<file path="src/rtl/hazard_controller_pkg.sv">
// Shared definitions for the pipeline hazard controller: register index width,
// default memory timeout, controller state encoding and the register-match rule.
`ifndef REG_IDX_WIDTH
`define REG_IDX_WIDTH 5
`endif
`ifndef WORD_LEN
`define WORD_LEN 32
`endif
`ifndef MEM_TIMEOUT_DEFAULT
`define MEM_TIMEOUT_DEFAULT 16
`endif

package hazard_controller_pkg;

    localparam int unsigned RegIdxWidth       = `REG_IDX_WIDTH;
    localparam int unsigned MemTimeoutDefault = `MEM_TIMEOUT_DEFAULT;

    typedef enum logic [1:0] {
        StRun   = 2'b00,
        StMwait = 2'b01,
        StFault = 2'b10
    } ctrl_state_e;

    // x0 is hard-wired to zero, so a write to it can never feed a consumer.
    function automatic logic reg_match(input logic [RegIdxWidth-1:0] src,
                                       input logic [RegIdxWidth-1:0] dst);
        return (dst != '0) && (src == dst);
    endfunction

endpackage

</file>
<file path="src/rtl/hazard_controller_detect.sv">
// Combinational data-hazard detection between the ID stage and the EX/MEM stages.
module hazard_detect
    import hazard_controller_pkg::*;
(
    input  logic [RegIdxWidth-1:0] readAddr1_ID,
    input  logic [RegIdxWidth-1:0] readAddr2_ID,
    input  logic                   useRs1_ID,
    input  logic                   useRs2_ID,
    input  logic                   branch_ID,
    input  logic                   regWrite_EX,
    input  logic                   memRead_EX,
    input  logic [RegIdxWidth-1:0] writeAddr_EX,
    input  logic                   memRead_MEM,
    input  logic [RegIdxWidth-1:0] writeAddr_MEM,
    output logic                   load_use,
    output logic                   data_stall
);

    logic hit_ex;
    logic hit_mem;
    logic branch_alu;
    logic branch_load;

    assign hit_ex  = (useRs1_ID && reg_match(readAddr1_ID, writeAddr_EX)) ||
                     (useRs2_ID && reg_match(readAddr2_ID, writeAddr_EX));
    assign hit_mem = (useRs1_ID && reg_match(readAddr1_ID, writeAddr_MEM)) ||
                     (useRs2_ID && reg_match(readAddr2_ID, writeAddr_MEM));

    assign load_use = memRead_EX && hit_ex;

    // An ALU result one stage ahead reaches the branch comparator via MEM->ID next cycle.
    assign branch_alu  = branch_ID && regWrite_EX && !memRead_EX && hit_ex;
    assign branch_load = branch_ID && ((memRead_EX && hit_ex) || (memRead_MEM && hit_mem));

    assign data_stall = load_use || branch_alu || branch_load;

endmodule

</file>
<file path="src/rtl/hazard_controller.sv">
// Pipeline hazard controller: data-hazard stalls, taken-branch flush, data-memory
// wait handling with a timeout fault, and a stall-cycle performance counter.
module hazard_controller
    import hazard_controller_pkg::*;
#(
    parameter int unsigned MEM_TIMEOUT = MemTimeoutDefault,
    parameter int unsigned CNT_WIDTH   = 32
) (
    input  logic                   clk,
    input  logic                   rst,
    input  logic [RegIdxWidth-1:0] readAddr1_ID,
    input  logic [RegIdxWidth-1:0] readAddr2_ID,
    input  logic                   useRs1_ID,
    input  logic                   useRs2_ID,
    input  logic                   branch_ID,
    input  logic                   branchTaken_ID,
    input  logic                   regWrite_EX,
    input  logic                   memRead_EX,
    input  logic [RegIdxWidth-1:0] writeAddr_EX,
    input  logic                   regWrite_MEM,
    input  logic                   memRead_MEM,
    input  logic [RegIdxWidth-1:0] writeAddr_MEM,
    input  logic                   dmemReq_MEM,
    input  logic                   dmemReady,
    output logic                   stall_PC,
    output logic                   stall_IF_ID,
    output logic                   stall_ID_EX,
    output logic                   stall_EX_MEM,
    output logic                   bubble_ID_EX,
    output logic                   bubble_MEM_WB,
    output logic                   flush_IF_ID,
    output logic                   memFault,
    output logic [CNT_WIDTH-1:0]   stallCycles
);

    localparam int unsigned WaitWidth = $clog2(MEM_TIMEOUT) + 1;
    // The RUN cycle that detects the wait counts as the first wait cycle.
    localparam int unsigned FaultAt   = (MEM_TIMEOUT > 1) ? MEM_TIMEOUT - 2 : 0;

    ctrl_state_e          state_q, state_d;
    logic [WaitWidth-1:0] wait_cnt_q, wait_cnt_d;
    logic                 mem_fault_q;
    logic [CNT_WIDTH-1:0] stall_cnt_q;
    logic                 load_use;
    logic                 data_stall;
    logic                 mem_wait;

    // A MEM-stage ALU result is always forwardable, so only loads in MEM matter.
    logic unused_regwrite_mem;
    assign unused_regwrite_mem = regWrite_MEM;

    hazard_detect u_hazard_detect (
        .readAddr1_ID  (readAddr1_ID),
        .readAddr2_ID  (readAddr2_ID),
        .useRs1_ID     (useRs1_ID),
        .useRs2_ID     (useRs2_ID),
        .branch_ID     (branch_ID),
        .regWrite_EX   (regWrite_EX),
        .memRead_EX    (memRead_EX),
        .writeAddr_EX  (writeAddr_EX),
        .memRead_MEM   (memRead_MEM),
        .writeAddr_MEM (writeAddr_MEM),
        .load_use      (load_use),
        .data_stall    (data_stall)
    );

    assign mem_wait = dmemReq_MEM && !dmemReady;

    always_comb begin
        state_d    = state_q;
        wait_cnt_d = wait_cnt_q;
        unique case (state_q)
            StRun: begin
                if (mem_wait) begin
                    state_d    = StMwait;
                    wait_cnt_d = '0;
                end
            end
            StMwait: begin
                if (dmemReady) begin
                    state_d    = StRun;
                    wait_cnt_d = '0;
                end else if (wait_cnt_q == WaitWidth'(FaultAt)) begin
                    state_d    = StFault;
                    wait_cnt_d = '0;
                end else begin
                    wait_cnt_d = wait_cnt_q + WaitWidth'(1);
                end
            end
            StFault: begin
                state_d = StFault;
            end
            default: begin
                state_d = StFault;
            end
        endcase
    end

    always_comb begin
        stall_PC      = 1'b0;
        stall_IF_ID   = 1'b0;
        stall_ID_EX   = 1'b0;
        stall_EX_MEM  = 1'b0;
        bubble_ID_EX  = 1'b0;
        bubble_MEM_WB = 1'b0;
        flush_IF_ID   = 1'b0;
        if (!rst) begin
            if (state_q == StFault || mem_wait) begin
                // Freeze the whole front of the pipe; WB receives NOPs meanwhile.
                stall_PC      = 1'b1;
                stall_IF_ID   = 1'b1;
                stall_ID_EX   = 1'b1;
                stall_EX_MEM  = 1'b1;
                bubble_MEM_WB = 1'b1;
            end else begin
                stall_PC     = data_stall;
                stall_IF_ID  = data_stall;
                bubble_ID_EX = load_use;
                flush_IF_ID  = branch_ID && branchTaken_ID && !data_stall &&
                               (state_q == StRun);
            end
        end
    end

    always_ff @(posedge clk) begin
        if (rst) begin
            state_q     <= StRun;
            wait_cnt_q  <= '0;
            mem_fault_q <= 1'b0;
            stall_cnt_q <= '0;
        end else begin
            state_q     <= state_d;
            wait_cnt_q  <= wait_cnt_d;
            mem_fault_q <= mem_fault_q | (state_d == StFault);
            if (stall_PC) begin
                stall_cnt_q <= stall_cnt_q + CNT_WIDTH'(1);
            end
        end
    end

    assign memFault    = mem_fault_q;
    assign stallCycles = stall_cnt_q;

endmodule

</file>
<file path="config.mk">
export PLATFORM = sky130hd
export DESIGN_NAME = hazard_controller
export DESIGN_NICKNAME = d
export VERILOG_FILES = /design/src/rtl/hazard_controller_pkg.sv /design/src/rtl/hazard_controller_detect.sv /design/src/rtl/hazard_controller.sv
export SDC_FILE = /design/constraint.sdc
export NUM_CORES = 1
export LEC_CHECK = 0
export ABC_AREA = 1
export CORE_MARGIN = 4
export CORE_UTILIZATION = 30
export CTS_BUF_LIST = sky130_fd_sc_hd__clkbuf_8
export CTS_CLUSTER_SIZE = 16
export DETAILED_ROUTE_END_ITERATION = 12
export GPL_ROUTABILITY_DRIVEN = 0
export PLACE_DENSITY = 0.54
export SYNTH_ARGS = -nofsm -noshare
export SYNTH_HDL_FRONTEND = slang
export SYNTH_HIERARCHICAL = 1
export SYNTH_SLANG_ARGS = --single-unit
</file>
<file path="constraint.sdc">
create_clock -name clk -period 5.3 [get_ports clk]
set_clock_uncertainty 0.05 [all_clocks]
set_input_delay 1.06 -clock clk [delete_from_list [all_inputs] [get_ports clk]]
set_output_delay 1.06 -clock clk [all_outputs]
set_load 0.02 [all_outputs]
</file>
==> results of run 1 <==
sequential cells by signal (all words and copies together) (netlist names):
| name | count |
|---|---|
| wait_cnt_q | 5 |
| memFault | 1 |
| stallCycles | 32 |
| state_q | 2 |
cell type report:
class	count	area [µm²]	area share
inverter	70	264.0	0.07391
timing repair buffer	71	708.2	0.1982
multi-input combinational	346	1587	0.4441
clock inverter	2	8.758	0.002452
clock buffer	5	68.82	0.01926
sequential	40	800.8	0.2242
tap	108	135.1	0.03783
cells in the mapped netlist (all sizes together):
library cell	number	area, µm²
and2	1	6.260
inv	69	259.0
nand3	28	167.7
ha	3	37.54
a211oi	1	7.510
o21ai	15	75.07
a21oi	15	75.07
dfxtp	40	800.8
o21bai	1	7.510
buf	6	42.53
xnor2	4	35.03
nand3b	1	7.510
clkinv	1	5.000
nor2	99	421.7
nand4	13	81.33
o211ai	1	7.510
nand2	154	594.3
clkbuf	2	17.51
nor3	6	30.03
xor2	2	17.52
nor3b	2	15.01
critical path: stages:
cell             delay [ns]
clkdlybuf4s50_1        0.54
inv_2                  0.05
nand2_1                0.05
nand2_1                0.06
nor2_1                 0.12
nand3_1                0.09
nand2_1                0.08
nand3_1                0.06
nand2_1                0.06
inv_1                  0.06
nand3_4                0.13
nand2_8                0.11
inv_2                  0.22
clkdlybuf4s50_1        0.65
routing by layer:
| layer | global-route usage | share of wire |
|---|---|---|
| met2 | 0.2437 | 0.48 |
| met4 | 0.03287 | 0.0089 |
| met5 | 0 | 0 |
| met3 | 0.03315 | 0.043 |
| met1 | 0.1800 | 0.47 |
path summary, 6_finish.rpt:
path | endpoint | slack [ns] | cells after the start
worst max-delay path | stall_PC | 0.85 | 14
worst min-delay path | memFault$_SDFF_PP0_ | 0.43 | 2
worst max register to register | stallCycles[28]$_SDFFE_PP0P_ | 3.58 | 9
worst min register to register | memFault$_SDFF_PP0_ | 0.43 | 2
where the power goes:
part / switching [mW] / internal [mW]
Combinational: 0.0515 / 0.0439
Clock: 0.106 / 0.0877
Sequential: 0.00363 / 0.304
Total: 0.161 / 0.435
cells by family (layout without fill, tap and decap cells):
logic type | count (synthesis) | in the layout | share of synthesized area
flops | 40 | 40 | 0.2953
compound gates | 33 | 33 | 0.06368
simple gates | 304 | 304 | 0.4882
fa+ha+maj | 3 | 3 | 0.01385
buf+inv | 78 | 148 | 0.1195
xor+xnor | 6 | 6 | 0.01938
stage by stage:
stage	worst slack, ns	instance area [µm²]	hold WS, ns
3_3_place_gp	0.8479	3495	0.4096
2_1_floorplan	2.044	2711	0.3986
3_5_place_dp	0.8369	3495	0.4042
6_report	0.8488	3572	0.4289
4_1_cts	0.8358	3572	0.4319
5_1_grt	0.6364	3572	0.4721
==> impl_metrics.ini, run 1 <==
[setup_path]
crit_fanout = 9
required_ns = 4.19
crit_type = primary input to output pin
reg2reg_from = stallCycles[0]$_SDFFE_PP0P_
worstPathArrival_ns = 3.34
start_kind = primary input
worst_setup_path_end_kind = output pin
critPathLaunch = writeAddr_EX[0]

[clocking]
numClockSinks = 40
postCtsHoldBufs = 0
htree_levels = 2
clkLatencyLatePin_ns = 0.29
clock_path_buffers = 2
cts_setup_buffers = 0
cts_resized = 0
clkTransAtPathRegs_ns = 0.08
cts_inserted_buffers = 5
tritoncts = done
cts_root_buffer = clkbuf_8

[pwr]
pwr_density_cell_nw_per_um2 = 166.8
vdd_drop_max_mv = 0.08632
p_total_uw = 596.0
p_leak_nw = 1.472

[sta]
drv_slew = 0
period_minus_slack_ns = 4.451
setup_viol = 0
fin_setup_tns_ns = 0
relSlewSlack = 0.6899
max_clock_freq_ghz = 0.2247
hold_viol = 0
finalCritPeriodShare = 0.8399
rsz0062_at_grt = no
tightestPinTransition_ns = 0.4646

[route]
drt_pre_antenna_iters = 4
via_per_inst = 4.470
wl_per_cell_um = 11.32
remaining_drc_errors = 0
drt_first_iter_violations = 107
num_vias = 2870
final_antenna_net_count = 0
postRouteWirelength_um = 7270

[placed_design]
io_buffers = 70
hpwl_um = 5740
dpl.cell_count = 635

[finish]
final_common_cell = nand2_1
fin_cells = 642
final_core_util = 0.4076
nets = 569
diodes = 0
syn2layout_area_growth_pct = 31.75
final_cell_mix = 153 x nand2_1, 89 x nor2_1, 70 x clkdlybuf4s50_1
fillers = 939
layout-drive-gt1-share = 0.04869

[hold_path]
hold_path_class = register to register
min_from = memFault$_SDFF_PP0_

[global_routing]
grt_pass1_vias = 2699
grtUsageTotal = 0.1419
antenna_found_initial = 0
grt_pass1_wl_um = 12030
grt_max_degree = 28
grt_overflow = 0

[synth]
synth.avg_cell_area_um2 = 5.843
synth-seq-area-share = 0.2953
syn_inst = 464
ys_types = 31
synth_seq_cells = 40
synth_fp_nets = 499
yosys_warnings = 6
synth_area_um2 = 2711

[run_status]
status = complete, no violations

[floorplan]
die_area_um2 = 10620
dieWidth_um = 103.1
design.core.area_um2 = 8763
ios = 72
initial_utilization = 0.3094
die_h_um = 103.1
rows = 34

[job]
cap_violations = 0
(Power assumes the default switching activity.)
==> run 2, diff against run 1 <==
==> constraint.sdc (replaced) <==
create_clock -name clk -period 4.5 [get_ports clk]
set_clock_uncertainty 0.05 [all_clocks]
set_input_delay 0.9 -clock clk [delete_from_list [all_inputs] [get_ports clk]]
set_output_delay 0.9 -clock clk [all_outputs]
set_load 0.02 [all_outputs]
==> run 2 against run 1 <==
  * Register-to-register slack got worse by 0.78 ns
  * Non-clock buffer count did not move
  * First-iteration DRC count fell by 31%
  * Clock-buffer cell count did not move
  * Wire length fell by 0.25%
  * Core utilization did not move
==> impl_metrics.ini, run 2 (synthesis gave the netlist of run 1 again) <==
[setup_path]
cp_top_family = buffers and inverters
critPathMaxStageDelay_ns = 0.65
worstPathCellList = clkdlybuf4s50_1 > inv_2 > nand2_1 > nand2_1 > nor2_1 > nand3_1 > nand2_1 > nand3_1 > nand2_1 > inv_1 > nand3_4 > nand2_8 > inv_2 > clkdlybuf4s50_1
r2r_end = stallCycles[24]$_SDFFE_PP0P_
r2r_cells = 9
crit_fanout = 9
worstPathArrival_ns = 3.17
required_ns = 3.55
crit_type = primary input to output pin
reg2reg_from = stallCycles[0]$_SDFFE_PP0P_
start_kind = primary input
worst_setup_path_end_kind = output pin
crit_top_cell = nand2_1
rrSetupSlack_ns = 2.80
crit_slowest_cell = clkdlybuf4s50_1
critPathBufInv = 5

[run_status]
status = complete, no violations

[clocking]
cts_inserted_buffers = 5
cts_root_buffer = clkbuf_8
clkLatencyLatePin_ns = 0.29
cts_resized = 0
htree_levels = 2
tritoncts = done
clock_path_buffers = 2
postCtsHoldBufs = 0
numClockSinks = 40
clkTransAtPathRegs_ns = 0.08
cts_setup_buffers = 0

[floorplan]
initial_utilization = 0.3094
design.core.area_um2 = 8763
rows = 34
die_h_um = 103.1
dieWidth_um = 103.1
ios = 72
die_area_um2 = 10620

[pwr]
pwr_density_cell_nw_per_um2 = 196.0
vdd_drop_max_mv = 0.09748
p_leak_nw = 1.472
p_total_uw = 700.2

[global_routing]
grt_pass1_wl_um = 11840
grt_pass1_vias = 2688
grtUsageTotal = 0.1390
grt_max_degree = 28
grt_overflow = 0
antenna_found_initial = 0

[sta]
fin_setup_tns_ns = 0
period_minus_slack_ns = 4.122
hold_viol = 0
max_clock_freq_ghz = 0.2426
rsz0062_at_grt = no
finalCritPeriodShare = 0.9160
setup_viol = 0
drv_slew = 0
tightestPinTransition_ns = 0.4650
relSlewSlack = 0.6896

[route]
final_antenna_net_count = 0
drt_pre_antenna_iters = 4
wl_per_cell_um = 11.30
drt_first_iter_violations = 74
remaining_drc_errors = 0
num_vias = 2865
via_per_inst = 4.463
postRouteWirelength_um = 7252

[hold_path]
whs_path_depth = 2
hold_path_class = register to register
min_delay_worst_endpoint = memFault$_SDFF_PP0_
min_from = memFault$_SDFF_PP0_

[placed_design]
hpwl_um = 5727
io_buffers = 70

[finish]
fillers = 953
final_common_cell = nand2_1
nets = 569
largest_reg_flops = 32
layout-drive-gt1-share = 0.04869
diodes = 0
syn2layout_area_growth_pct = 31.75
final_cell_mix = 153 x nand2_1, 89 x nor2_1, 70 x clkdlybuf4s50_1
final_core_util = 0.4076

[job]
cap_violations = 0
-- run 2: power by group --
| part | internal, mW | total, mW | switching (mW) |
|---|---|---|---|
| combinational | 0.0517 | 0.112 | 0.0605 |
| sequential | 0.358 | 0.362 | 0.00435 |
| clock | 0.103 | 0.226 | 0.123 |
-- run 2: cell type report --
class	count	area (µm²)	share of cell area
Multi-Input combinational cell	346	1587	0.4441
Sequential cell	40	800.8	0.2242
Timing Repair Buffer	71	708.2	0.1982
Inverter	70	264.0	0.07391
Tap cell	108	135.1	0.03783
Clock buffer	5	68.82	0.01926
Clock inverter	2	8.758	0.002452
-- run 2: worst max path at each step --
stage | end | slack, ns | from | cells after the start
finish | stall_PC | 0.38 | writeAddr_EX[0] | 14
global route | stall_PC | 0.18 | writeAddr_EX[3] | 14
CTS | stall_PC | 0.36 | writeAddr_EX[0] | 14
detailed placement | stall_PC | 0.37 | writeAddr_EX[0] | 14
global placement | stall_PC | 0.37 | writeAddr_EX[0] | 14
floorplan | stall_PC | 1.56 | writeAddr_EX[4] | 13
-- run 2: routing by layer --
layer / up-vias / track usage / share of wire
met4: 0 / 0.03984 / 0.011
met2: 57 / 0.2403 / 0.47
met5: - / 0 / 0
li1: 1571 / - / -
met3: 7 / 0.03112 / 0.047
met1: 1230 / 0.1727 / 0.47
-- run 2: worst reg2reg max path: stages (launching register included) --
cell	delay [ns]
dfxtp_1	0.42
ha_1	0.20
nand3_1	0.11
inv_1	0.12
nand3_2	0.09
nor2_4	0.33
nand3_1	0.14
nand2_1	0.08
inv_1	0.04
nor2_1	0.08
-- run 2: through the flow --
step,hold slack (ns),std cells,setup WS (ns),instance area (µm²)
final,0.4304,642,0.3778,3572
after global routing,0.4751,642,0.1752,3572
after CTS,0.4305,642,0.3579,3572
after detailed placement,0.4008,635,0.3659,3495
after global placement,0.4101,635,0.3708,3495
after floorplan,0.3986,464,1.564,2711
==> run 3, diff against run 2 <==
--- a/config.mk
+++ b/config.mk
@@ -6,13 +6,16 @@
 export NUM_CORES = 1
 export LEC_CHECK = 0
 export ABC_AREA = 1
+export CELL_PAD_IN_SITES_DETAIL_PLACEMENT = 1
+export CELL_PAD_IN_SITES_GLOBAL_PLACEMENT = 2
 export CORE_MARGIN = 4
 export CORE_UTILIZATION = 30
 export CTS_BUF_LIST = sky130_fd_sc_hd__clkbuf_8
 export CTS_CLUSTER_SIZE = 16
 export DETAILED_ROUTE_END_ITERATION = 12
+export DONT_BUFFER_PORTS = 1
 export GPL_ROUTABILITY_DRIVEN = 0
-export PLACE_DENSITY = 0.54
+export PLACE_DENSITY = 0.75
 export SYNTH_ARGS = -nofsm -noshare
 export SYNTH_HDL_FRONTEND = slang
 export SYNTH_HIERARCHICAL = 1
==> run 3 against run 2 <==
  * Wire length increased by 11%
  * Final area shrank 20%
  * Critical path depth shrank 2
  * Non-clock buffer count fell by 71
  * Combinational power fell by 38%
  * Largest power group unchanged
  * Global-route usage is 2.0 points higher
  * Clock power grew 11%
  * Critical endpoint is now stall_IF_ID
  * Final cell count down 11%
  * Sequential share of layout area increased by 5.4 points
==> impl_metrics.ini, run 3 (synthesis gave the netlist of run 1 again) <==
[placed_design]
io_buffers = 0
hpwl_um = 6541
dpl.cell_count = 564

[floorplan]
initial_utilization = 0.3094
ios = 72
die_area_um2 = 10620
die_h_um = 103.1
dieWidth_um = 103.1
rows = 34
design.core.area_um2 = 8763

[finish]
layout-drive-gt1-share = 0.05819
fin_cells = 572
fillers = 1188
final_core_util = 0.3280
syn2layout_area_growth_pct = 5.999
nets = 498
final_cell_mix = 153 x nand2_1, 89 x nor2_1, 66 x inv_1
largest_reg_flops = 32
diodes = 0
final_common_cell = nand2_1

[global_routing]
antenna_found_initial = 0
grtUsageTotal = 0.1587
grt_max_degree = 28
grt_pass1_vias = 2779
grt_overflow = 0
grt_pass1_wl_um = 13250

[sta]
max_clock_freq_ghz = 0.3254
fin_setup_tns_ns = 0
drv_slew = 0
tightestPinTransition_ns = 1.059
setup_viol = 0
relSlewSlack = 0.2916
period_minus_slack_ns = 3.073
hold_viol = 0
finalCritPeriodShare = 0.6829
rsz0062_at_grt = no

[clocking]
cts_root_buffer = clkbuf_8
clkLatencyLatePin_ns = 0.30
htree_levels = 2
clkTransAtPathRegs_ns = 0.08
cts_resized = 0
postCtsHoldBufs = 0
clock_path_buffers = 2
tritoncts = done
numClockSinks = 40
cts_setup_buffers = 0
cts_inserted_buffers = 5

[route]
drt_first_iter_violations = 38
postRouteWirelength_um = 8021
num_vias = 2715
final_antenna_net_count = 0
drt_pre_antenna_iters = 4
wl_per_cell_um = 14.02
via_per_inst = 4.747
remaining_drc_errors = 0

[setup_path]
worstPathCellList = inv_1 > nand2_1 > nand2_1 > nor2_1 > nand3_1 > nand2_1 > nand3_1 > nand2_1 > inv_1 > nand3_4 > nand2_8 > inv_2
crit_slowest_cell = inv_2
crit_fanout = 9
worst_setup_path_end_kind = output pin
crit_type = primary input to output pin
crit_top_cell = nand2_1
start_kind = primary input
worstPathArrival_ns = 2.12
critPathMaxStageDelay_ns = 0.31
cp_top_family = simple AND/OR/NAND/NOR gates
critPathBufInv = 3
required_ns = 3.55

[run_status]
status = complete, no violations

[hold_path]
hold_path_class = register to register

[pwr]
p_leak_nw = 1.216
pwr_density_cell_nw_per_um2 = 237.8
vdd_drop_max_mv = 0.09152

[job]
cap_violations = 0
run 3: cell count changes in the layout (fill, tap and decap cells not counted):
cell	change
clkinv_4	+1
clkinv_2	+1
clkdlybuf4s50_1	-70
inv_1	-1
buf_4	-1
run 3: final cells by class:
cell class	instances	area, µm²	share of cell area
Multi-Input combinational cell	346	1587	0.5520
Sequential cell	40	800.8	0.2786
Clock buffer	5	68.82	0.02394
Inverter	70	264.0	0.09186
Clock inverter	3	18.77	0.006530
Tap cell	108	135.1	0.04702
run 3: through the flow:
stage,cell area (µm²),setup slack (ns),hold WS [ns],power (mW)
global route,2874,1.254,0.4698,0.7261
global placement,2786,1.428,0.4134,0.4412
detailed placement,2786,1.410,0.4231,0.4439
CTS,2874,1.407,0.4350,0.6970
finish,2874,1.427,0.4281,0.6835
floorplan,2711,1.564,0.3986,0.4326
run 3: path summary, 6_finish.rpt:
check        slack, ns  cells after the start                      endpoint                         from
max               1.43                     12                   stall_IF_ID              writeAddr_EX[4]
min               0.43                      2    wait_cnt_q[4]$_SDFFE_PP0P_   wait_cnt_q[4]$_SDFFE_PP0P_
max reg2reg       2.61                      9  stallCycles[28]$_SDFFE_PP0P_  stallCycles[0]$_SDFFE_PP0P_
min reg2reg       0.43                      2    wait_cnt_q[4]$_SDFFE_PP0P_   wait_cnt_q[4]$_SDFFE_PP0P_
run 3: layer usage:
layer,track usage,vias to the layer above,share of wire
met5,0,-,0
met4,0.03486,0,0.0097
met3,0.05480,6,0.074
met2,0.2822,55,0.48
met1,0.1835,1237,0.43
li1,-,1417,-
run 3: power by group:
group	switching, mW	total (mW)	internal [mW]
combinational	0.0470	0.0699	0.0229
clock	0.141	0.250	0.108
sequential	0.00623	0.364	0.358
run 3: worst reg2reg max path: stages (launching register included):
cell,delay (ns)
dfxtp_1,0.54
ha_1,0.23
nand3_1,0.11
inv_1,0.15
nand3_2,0.10
nor2_4,0.30
nand3_1,0.14
nand2_1,0.09
inv_1,0.04
nor2_1,0.09
